### config.mk
export PLATFORM = sky130hd
export DESIGN_NAME = disp_hex_mux_n_flat
export DESIGN_NICKNAME = d
export VERILOG_FILES = /design/src/rtl/disp_pkg.sv /design/src/rtl/disp_hex_mux_n_if.sv /design/src/rtl/hex_to_sseg.sv /design/src/rtl/disp_hex_mux_n.sv /design/src/flat_wrapper.sv
export SDC_FILE = /design/constraint.sdc
export NUM_CORES = 1
export LEC_CHECK = 0
export ABC_AREA = 1
export CORE_MARGIN = 1
export CORE_UTILIZATION = 52
export DETAILED_ROUTE_END_ITERATION = 16
export PLACE_DENSITY_LB_ADDON = 0.08
export SLEW_MARGIN = 20
export SYNTH_ARGS = -nofsm -noshare
export SYNTH_HDL_FRONTEND = slang
export SYNTH_SLANG_ARGS = --single-unit
### constraint.sdc
create_clock -name clk -period 3 [get_ports clk]
set_clock_uncertainty 0.05 [all_clocks]
set_input_delay 0.45 -clock clk [delete_from_list [all_inputs] [get_ports clk]]
set_output_delay 0.45 -clock clk [all_outputs]
set_load 0.1 [all_outputs]
### src/rtl/disp_pkg.sv
// Shared display package: active-low seven-segment glyphs for hex digits 0-F,
// the all-dark segment pattern, slot FSM state encodings and a glyph lookup.
package disp_pkg;

    // Active-low {g,f,e,d,c,b,a} glyphs, decimal point excluded.
    localparam logic [6:0] SEG_0 = 7'h40;
    localparam logic [6:0] SEG_1 = 7'h79;
    localparam logic [6:0] SEG_2 = 7'h24;
    localparam logic [6:0] SEG_3 = 7'h30;
    localparam logic [6:0] SEG_4 = 7'h19;
    localparam logic [6:0] SEG_5 = 7'h12;
    localparam logic [6:0] SEG_6 = 7'h02;
    localparam logic [6:0] SEG_7 = 7'h78;
    localparam logic [6:0] SEG_8 = 7'h00;
    localparam logic [6:0] SEG_9 = 7'h10;
    localparam logic [6:0] SEG_A = 7'h08;
    localparam logic [6:0] SEG_B = 7'h03;
    localparam logic [6:0] SEG_C = 7'h46;
    localparam logic [6:0] SEG_D = 7'h21;
    localparam logic [6:0] SEG_E = 7'h06;
    localparam logic [6:0] SEG_F = 7'h0E;

    // Every segment and the decimal point dark.
    localparam logic [7:0] SSEG_OFF = 8'hFF;

    // Per-slot phase: DEAD keeps all anodes high, ON lets PWM drive the anode.
    typedef enum logic {
        DEAD = 1'b0,
        ON   = 1'b1
    } slot_state_t;

    function automatic logic [6:0] hex_glyph(input logic [3:0] hex);
        logic [6:0] seg;
        case (hex)
            4'h0:    seg = SEG_0;
            4'h1:    seg = SEG_1;
            4'h2:    seg = SEG_2;
            4'h3:    seg = SEG_3;
            4'h4:    seg = SEG_4;
            4'h5:    seg = SEG_5;
            4'h6:    seg = SEG_6;
            4'h7:    seg = SEG_7;
            4'h8:    seg = SEG_8;
            4'h9:    seg = SEG_9;
            4'hA:    seg = SEG_A;
            4'hB:    seg = SEG_B;
            4'hC:    seg = SEG_C;
            4'hD:    seg = SEG_D;
            4'hE:    seg = SEG_E;
            default: seg = SEG_F;
        endcase
        return seg;
    endfunction

endpackage

### src/rtl/disp_hex_mux_n_if.sv
// Bundle between the datapath (master: digit values, brightness, dead time)
// and the display driver (slave: drives anodes, segments and the slot tick).
interface disp_hex_mux_n_if #(
    parameter int N_DIGITS = 4,
    parameter int PWM_BITS = 4,
    parameter int DT_BITS  = 8
);
    logic [4*N_DIGITS-1:0] hex_in;
    logic [N_DIGITS-1:0]   dp_in;
    logic [N_DIGITS-1:0]   blank_in;
    logic [PWM_BITS-1:0]   bright;
    logic [DT_BITS-1:0]    dead_time;
    logic [N_DIGITS-1:0]   an;
    logic [7:0]            sseg;
    logic                  digit_tick;

    modport master (
        output hex_in, dp_in, blank_in, bright, dead_time,
        input  an, sseg, digit_tick
    );

    modport slave (
        input  hex_in, dp_in, blank_in, bright, dead_time,
        output an, sseg, digit_tick
    );
endinterface

### src/rtl/hex_to_sseg.sv
// Combinational nibble + decimal point to active-low {dp,g,f,e,d,c,b,a}.
module hex_to_sseg
    import disp_pkg::*;
(
    input  logic [3:0] hex,
    input  logic       dp,
    output logic [7:0] sseg
);

    // Glyph lookup with the decimal point inverted for the active-low pin.
    always_comb begin
        sseg = {~dp, hex_glyph(hex)};
    end

endmodule

### src/rtl/disp_hex_mux_n.sv
// Time-multiplexed N-digit seven-segment driver with per-slot brightness PWM,
// programmable anode dead time and optional leading-zero blanking
// (enabled by defining DISP_LEAD_ZERO_BLANK_EN).
// Each slot lasts 2^SLOT_BITS cycles; all per-digit inputs are sampled once
// at slot start (s==0) so mid-slot input changes never tear the display.
// Outputs are registered, so the value decided while s==k is seen at s==k+1.
module disp_hex_mux_n
    import disp_pkg::*;
#(
    parameter int N_DIGITS  = 4,
    parameter int SLOT_BITS = 16,
    parameter int PWM_BITS  = 4,
    parameter int DT_BITS   = 8
) (
    input  logic             clk,
    input  logic             reset_n,
    disp_hex_mux_n_if.slave  bus
);

    localparam int D_W = $clog2(N_DIGITS);

    logic [SLOT_BITS-1:0] s_reg;
    logic [D_W-1:0]       d_reg;
    slot_state_t          state_reg;
    logic [N_DIGITS-1:0]  an_reg;
    logic [7:0]           sseg_reg;
    logic                 digit_tick_reg;
    logic [PWM_BITS-1:0]  bright_snap;
    logic [DT_BITS-1:0]   dead_snap;
    logic                 blank_snap;

    logic [3:0]           nib [N_DIGITS];
    logic [N_DIGITS-1:0]  lz_blank;
    logic [N_DIGITS-1:0]  digit_sel;
    logic [3:0]           nib_sel;
    logic                 dp_sel;
    logic                 blank_now;
    logic [7:0]           glyph_now;
    logic                 s_max;
    logic                 s_zero;
    logic [PWM_BITS-1:0]  bright_eff;
    logic [DT_BITS-1:0]   dead_eff;
    logic                 blank_eff;
    logic                 past_dead;
    logic                 pwm_on;
    logic [N_DIGITS-1:0]  an_lit;

    // Split the packed digit bus and build the one-hot digit select.
    for (genvar gi = 0; gi < N_DIGITS; gi++) begin : g_digit
        assign nib[gi]       = bus.hex_in[4*gi +: 4];
        assign digit_sel[gi] = (d_reg == D_W'(gi));
    end

`ifdef DISP_LEAD_ZERO_BLANK_EN
    // A digit above the rightmost one goes dark when it and every digit
    // to its left are zero; the rightmost digit always shows.
    logic [N_DIGITS-1:0] upper_zero;
    for (genvar gi = 0; gi < N_DIGITS; gi++) begin : g_lz
        assign upper_zero[gi] = (bus.hex_in[4*N_DIGITS-1:4*gi] == '0);
        if (gi == 0) begin : g_first
            assign lz_blank[gi] = 1'b0;
        end else begin : g_upper
            assign lz_blank[gi] = upper_zero[gi];
        end
    end
`else
    assign lz_blank = '0;
`endif

    assign nib_sel   = nib[d_reg];
    assign dp_sel    = bus.dp_in[d_reg];
    assign blank_now = bus.blank_in[d_reg] | lz_blank[d_reg];

    hex_to_sseg u_hex_to_sseg (
        .hex  (nib_sel),
        .dp   (dp_sel),
        .sseg (glyph_now)
    );

    // At s==0 the snapshot registers are still being loaded, so decisions
    // taken in that cycle use the live inputs that are being captured.
    assign s_max      = &s_reg;
    assign s_zero     = (s_reg == '0);
    assign bright_eff = s_zero ? bus.bright    : bright_snap;
    assign dead_eff   = s_zero ? bus.dead_time : dead_snap;
    assign blank_eff  = s_zero ? blank_now     : blank_snap;
    assign past_dead  = (s_reg >= SLOT_BITS'(dead_eff));
    assign pwm_on     = (s_reg[PWM_BITS-1:0] < bright_eff);
    assign an_lit     = (pwm_on && !blank_eff) ? ~digit_sel : '1;

    // Counters, snapshot registers and the DEAD/ON slot FSM with registered
    // anode/segment outputs; the wrap cycle always forces a dark s==0.
    always_ff @(posedge clk or negedge reset_n) begin
        if (!reset_n) begin
            s_reg          <= '0;
            d_reg          <= '0;
            state_reg      <= DEAD;
            an_reg         <= '1;
            sseg_reg       <= SSEG_OFF;
            digit_tick_reg <= 1'b0;
            bright_snap    <= '0;
            dead_snap      <= '0;
            blank_snap     <= 1'b1;
        end else begin
            s_reg          <= s_reg + 1'b1;
            digit_tick_reg <= s_max;
            if (s_max) begin
                d_reg <= (d_reg == D_W'(N_DIGITS - 1)) ? '0 : d_reg + 1'b1;
            end

            if (s_zero) begin
                bright_snap <= bus.bright;
                dead_snap   <= bus.dead_time;
                blank_snap  <= blank_now;
                sseg_reg    <= blank_now ? SSEG_OFF : glyph_now;
            end

            case (state_reg)
                DEAD: begin
                    if (!s_max && past_dead) begin
                        state_reg <= ON;
                        an_reg    <= an_lit;
                    end else begin
                        an_reg    <= '1;
                    end
                end
                ON: begin
                    if (s_max) begin
                        state_reg <= DEAD;
                        an_reg    <= '1;
                    end else begin
                        an_reg    <= an_lit;
                    end
                end
                default: begin
                    state_reg <= DEAD;
                    an_reg    <= '1;
                end
            endcase
        end
    end

    assign bus.an         = an_reg;
    assign bus.sseg       = sseg_reg;
    assign bus.digit_tick = digit_tick_reg;

endmodule
### src/flat_wrapper.sv
// flat-port wrapper written by rule: the top's interface ports become plain ports
module disp_hex_mux_n_flat import disp_pkg::*;
#(
    parameter int N_DIGITS  = 4,
    parameter int SLOT_BITS = 16,
    parameter int PWM_BITS  = 4,
    parameter int DT_BITS   = 8
)
  (clk, reset_n, bus_hex_in, bus_dp_in, bus_blank_in, bus_bright, bus_dead_time, bus_an, bus_sseg, bus_digit_tick);
  disp_hex_mux_n_if #(.N_DIGITS(N_DIGITS), .PWM_BITS(PWM_BITS), .DT_BITS(DT_BITS)) bus_i ();
  input  logic clk;
  input  logic reset_n;
  input wire logic [$bits(bus_i.hex_in)-1:0] bus_hex_in;
  input wire logic [$bits(bus_i.dp_in)-1:0] bus_dp_in;
  input wire logic [$bits(bus_i.blank_in)-1:0] bus_blank_in;
  input wire logic [$bits(bus_i.bright)-1:0] bus_bright;
  input wire logic [$bits(bus_i.dead_time)-1:0] bus_dead_time;
  output wire logic [$bits(bus_i.an)-1:0] bus_an;
  output wire logic [$bits(bus_i.sseg)-1:0] bus_sseg;
  output wire logic [$bits(bus_i.digit_tick)-1:0] bus_digit_tick;
  assign bus_i.hex_in = bus_hex_in;
  assign bus_i.dp_in = bus_dp_in;
  assign bus_i.blank_in = bus_blank_in;
  assign bus_i.bright = bus_bright;
  assign bus_i.dead_time = bus_dead_time;
  assign bus_an = bus_i.an;
  assign bus_sseg = bus_i.sseg;
  assign bus_digit_tick = bus_i.digit_tick;
  disp_hex_mux_n #(.N_DIGITS(N_DIGITS), .SLOT_BITS(SLOT_BITS), .PWM_BITS(PWM_BITS), .DT_BITS(DT_BITS)) u_core (.clk(clk), .reset_n(reset_n), .bus(bus_i));
endmodule
==> results.ini, run 1 <==
[sta]
rsz0062_at_grt=no
fin_setup_tns_ps=0
total_count_of_hold_check_failures_in_the_final_report=0
timing.slew.headroom_pct=63.0
final.period_utilization_pct=88.4
setup_viol=0
final.setup.worst_slack_ps=347
worst-slew-pin-transition_ps=555
final-max-slew-violation-count=0
finalCriticalPeriod_ps=2650
fmax_mhz=377

[detailed_routing]
num_vias=2161
ant_nets=0
drcViolationCount=0
drt_pre_antenna_iters=4
viasPerCell=4.88
avg_wl_per_cell_um=11.8
drt-total-wl_mm=5.24
first_iter_violations=82

[yosys]
yosys_warnings=0
muxShareOfSynthArea_pct=0
synth-compound-area-share_pct=10.4
synth_top_family_by_area=simple AND/OR/NAND/NOR gates
synth.area.top_cells=sky130_fd_sc_hd__dfrtp_1, sky130_fd_sc_hd__dfstp_2, sky130_fd_sc_hd__ha_1
syn_area_um2=2700
synth_top_cell_by_area=sky130_fd_sc_hd__dfrtp_1
yosys.area_share.simple_pct=24.4
avgSynthCellArea_um2=8.44
synth_top_cell_area_share_pct=29.6
synth_xor_xnor_area_share_pct=3.89
netlist-cell-type-count=40
syn-num-nets=381
synthAdderAreaFrac_pct=10.7
syn-instance-count=320
ys_seq_area_share_pct=42.3
synth_register_bits=45

[worst_hold_path]
min-delay-path-class=in -> async

[layout]
layout_cells_sized_above_1_pct=18.6
largest_reg_flops=16
layout_common_cells=sky130_fd_sc_hd__nand2_1, sky130_fd_sc_hd__inv_1, sky130_fd_sc_hd__nor2_1, sky130_fd_sc_hd__clkdlybuf4s50_1, sky130_fd_sc_hd__dfrtp_1
finalNetCount=436
finalCoreUtilization_pct=68.4
area.growth.synth_to_final_pct=22.7
antenna-diode-count=0
mostFrequentLayoutCell=sky130_fd_sc_hd__nand2_1

[cts]
tritoncts=built
number_of_clock_sinks=45
cts_resized=0
root_buffer=sky130_fd_sc_hd__clkbuf_8
path_clk_slew_ps=80
clkLatencyLatePin_ps=280
cts_hold_buf=0
clock_tree.buffer_depth=2
numCtsBuffers=5
setup_fix_bufs_post_cts=0
cts.htree.levels=2

[critical_path]
critical_path.n_buffers_inverters=2
stage_delay_of_the_slowest_cell_on_the_critical_path_ps=410
crit_path_cell_trace=inv_1, ha_1, nand2_1, nor2_2, nand2_4, inv_6, or2_2, o21ai_1, ha_1, a21o_1, nor2_1, nand4_1, o21ai_2, nor2_1, nand2_1
critPathMaxFanout=19
critical-path-slowest-cell=sky130_fd_sc_hd__dfrtp_1
top_family_by_delay_on_critical_path=simple AND/OR/NAND/NOR gates
critical_path_class=reg -> reg
critical_path_arrival_ps=2840
cp.required_ps=3190
crit_path_end_kind=flop
critical_path.startpoint_type=flop

[floorplan]
core_region_area_um2=4850
die_area_um2=5490
floorplan.io_pins=51
placement_rows=25
floorplan.die.height_um=74.1
chipWidth_um=74.1
floorplan.initialDensity_pct=55.7

[grt]
grt_pass1_vias=1967
grtUsageTotal_pct=20.6
pin_count_of_the_biggest_net_entering_global_routing=46
antenna_found_initial=0
grt_first_pass_wirelength_mm=8.55
grt_overflow_total=0

[job]
max-cap-violations=0

[placed_design]
placement.io_buffers=50
gp_congestion=0.874
place.detailed.hpwl_mm=3.96
pre_cts_worst_setup_slack_ps=369

[pwr]
power.leakage_uw=0.00161
p_per_area_nw_per_um2=365
irDropWorstVdd_mv=0.333

[run_status]
outcome=completed

## power by group
part           switching, µW  total [µW]  internal (µW)
sequential              6.51         638            632
clock                    192         355            164
combinational            134         218           83.8
total                    333        1210            879
## worst paths after layout
path | from | endpoint | slack [ps] | depth (start not counted)
setup / recovery | u_core.s_reg[0] | u_core.bus.an[1] | 350 | 15
hold / removal | reset_n | u_core.d_reg[0] | 90 | 1
setup reg to reg | u_core.s_reg[0] | u_core.bus.an[1] | 350 | 15
hold reg to reg | u_core.dead_snap[0] | u_core.dead_snap[0] | 450 | 2
max in group asynchronous | reset_n | u_core.bus.sseg[3] | 2420 | 1
min in group clk | u_core.dead_snap[0] | u_core.dead_snap[0] | 450 | 2
## area by class of cell
type                            instances  area (µm²)
Clock buffer                            7        76.3
Clock inverter                          1        5.00
Fill cell                             421        1530
Inverter                               50         195
Multi-Input combinational cell        221        1330
Sequential cell                        45        1140
Tap cell                               67        83.8
Timing Repair Buffer                   52         480
## layer usage
metal  track usage, %  part of all wire [%]  vias to the layer above
li1                 -                     -                     1124
met1             26.8                    48                      967
met2             33.5                    44                       62
met3             5.28                   6.4                        8
met4             7.05                   1.6                        0
met5                0                     0                        -
## cells in the mapped netlist (all sizes together)
master,n
nor4,1
ha,23
and2,1
a21o,1
o21bai,2
dfstp,13
a31oi,2
nand3,15
or2,10
nand4,5
a21oi,15
a32oi,1
xnor2,4
xor2,8
nor2,42
inv,49
nand2,60
clkinv,1
o22ai,2
dfrtp,32
nor3,3
o21ai,26
buf,4
## cells by family after synthesis
kind of cell / after synthesis
simple gates: 137
buf+inv: 54
compound gates: 49
flops: 45
fa+ha+maj: 23
xor+xnor: 12
## through the flow
step | cell area, µm² | power, µW | instances | hold WS (ps)
finish | 3320 | 1210 | 443 | 92.3
global route | 3320 | 1270 | 443 | 138
CTS | 3310 | 1230 | 443 | 298
detailed placement | 3230 | 868 | 435 | 437
global placement | 3230 | 867 | 435 | 431
floorplan | 2700 | 781 | 320 | 104
(Power assumes the default switching activity.)
==> run 2, diff against run 1 <==
--- a/config.mk
+++ b/config.mk
@@ -9,6 +9,7 @@
 export CORE_MARGIN = 1
 export CORE_UTILIZATION = 52
 export DETAILED_ROUTE_END_ITERATION = 16
+export GPL_ROUTABILITY_DRIVEN = 1
 export PLACE_DENSITY_LB_ADDON = 0.08
 export SLEW_MARGIN = 20
 export SYNTH_ARGS = -nofsm -noshare
==> results of run 2 <==
Final layout, timing and power as in run 1 (identical DEF).
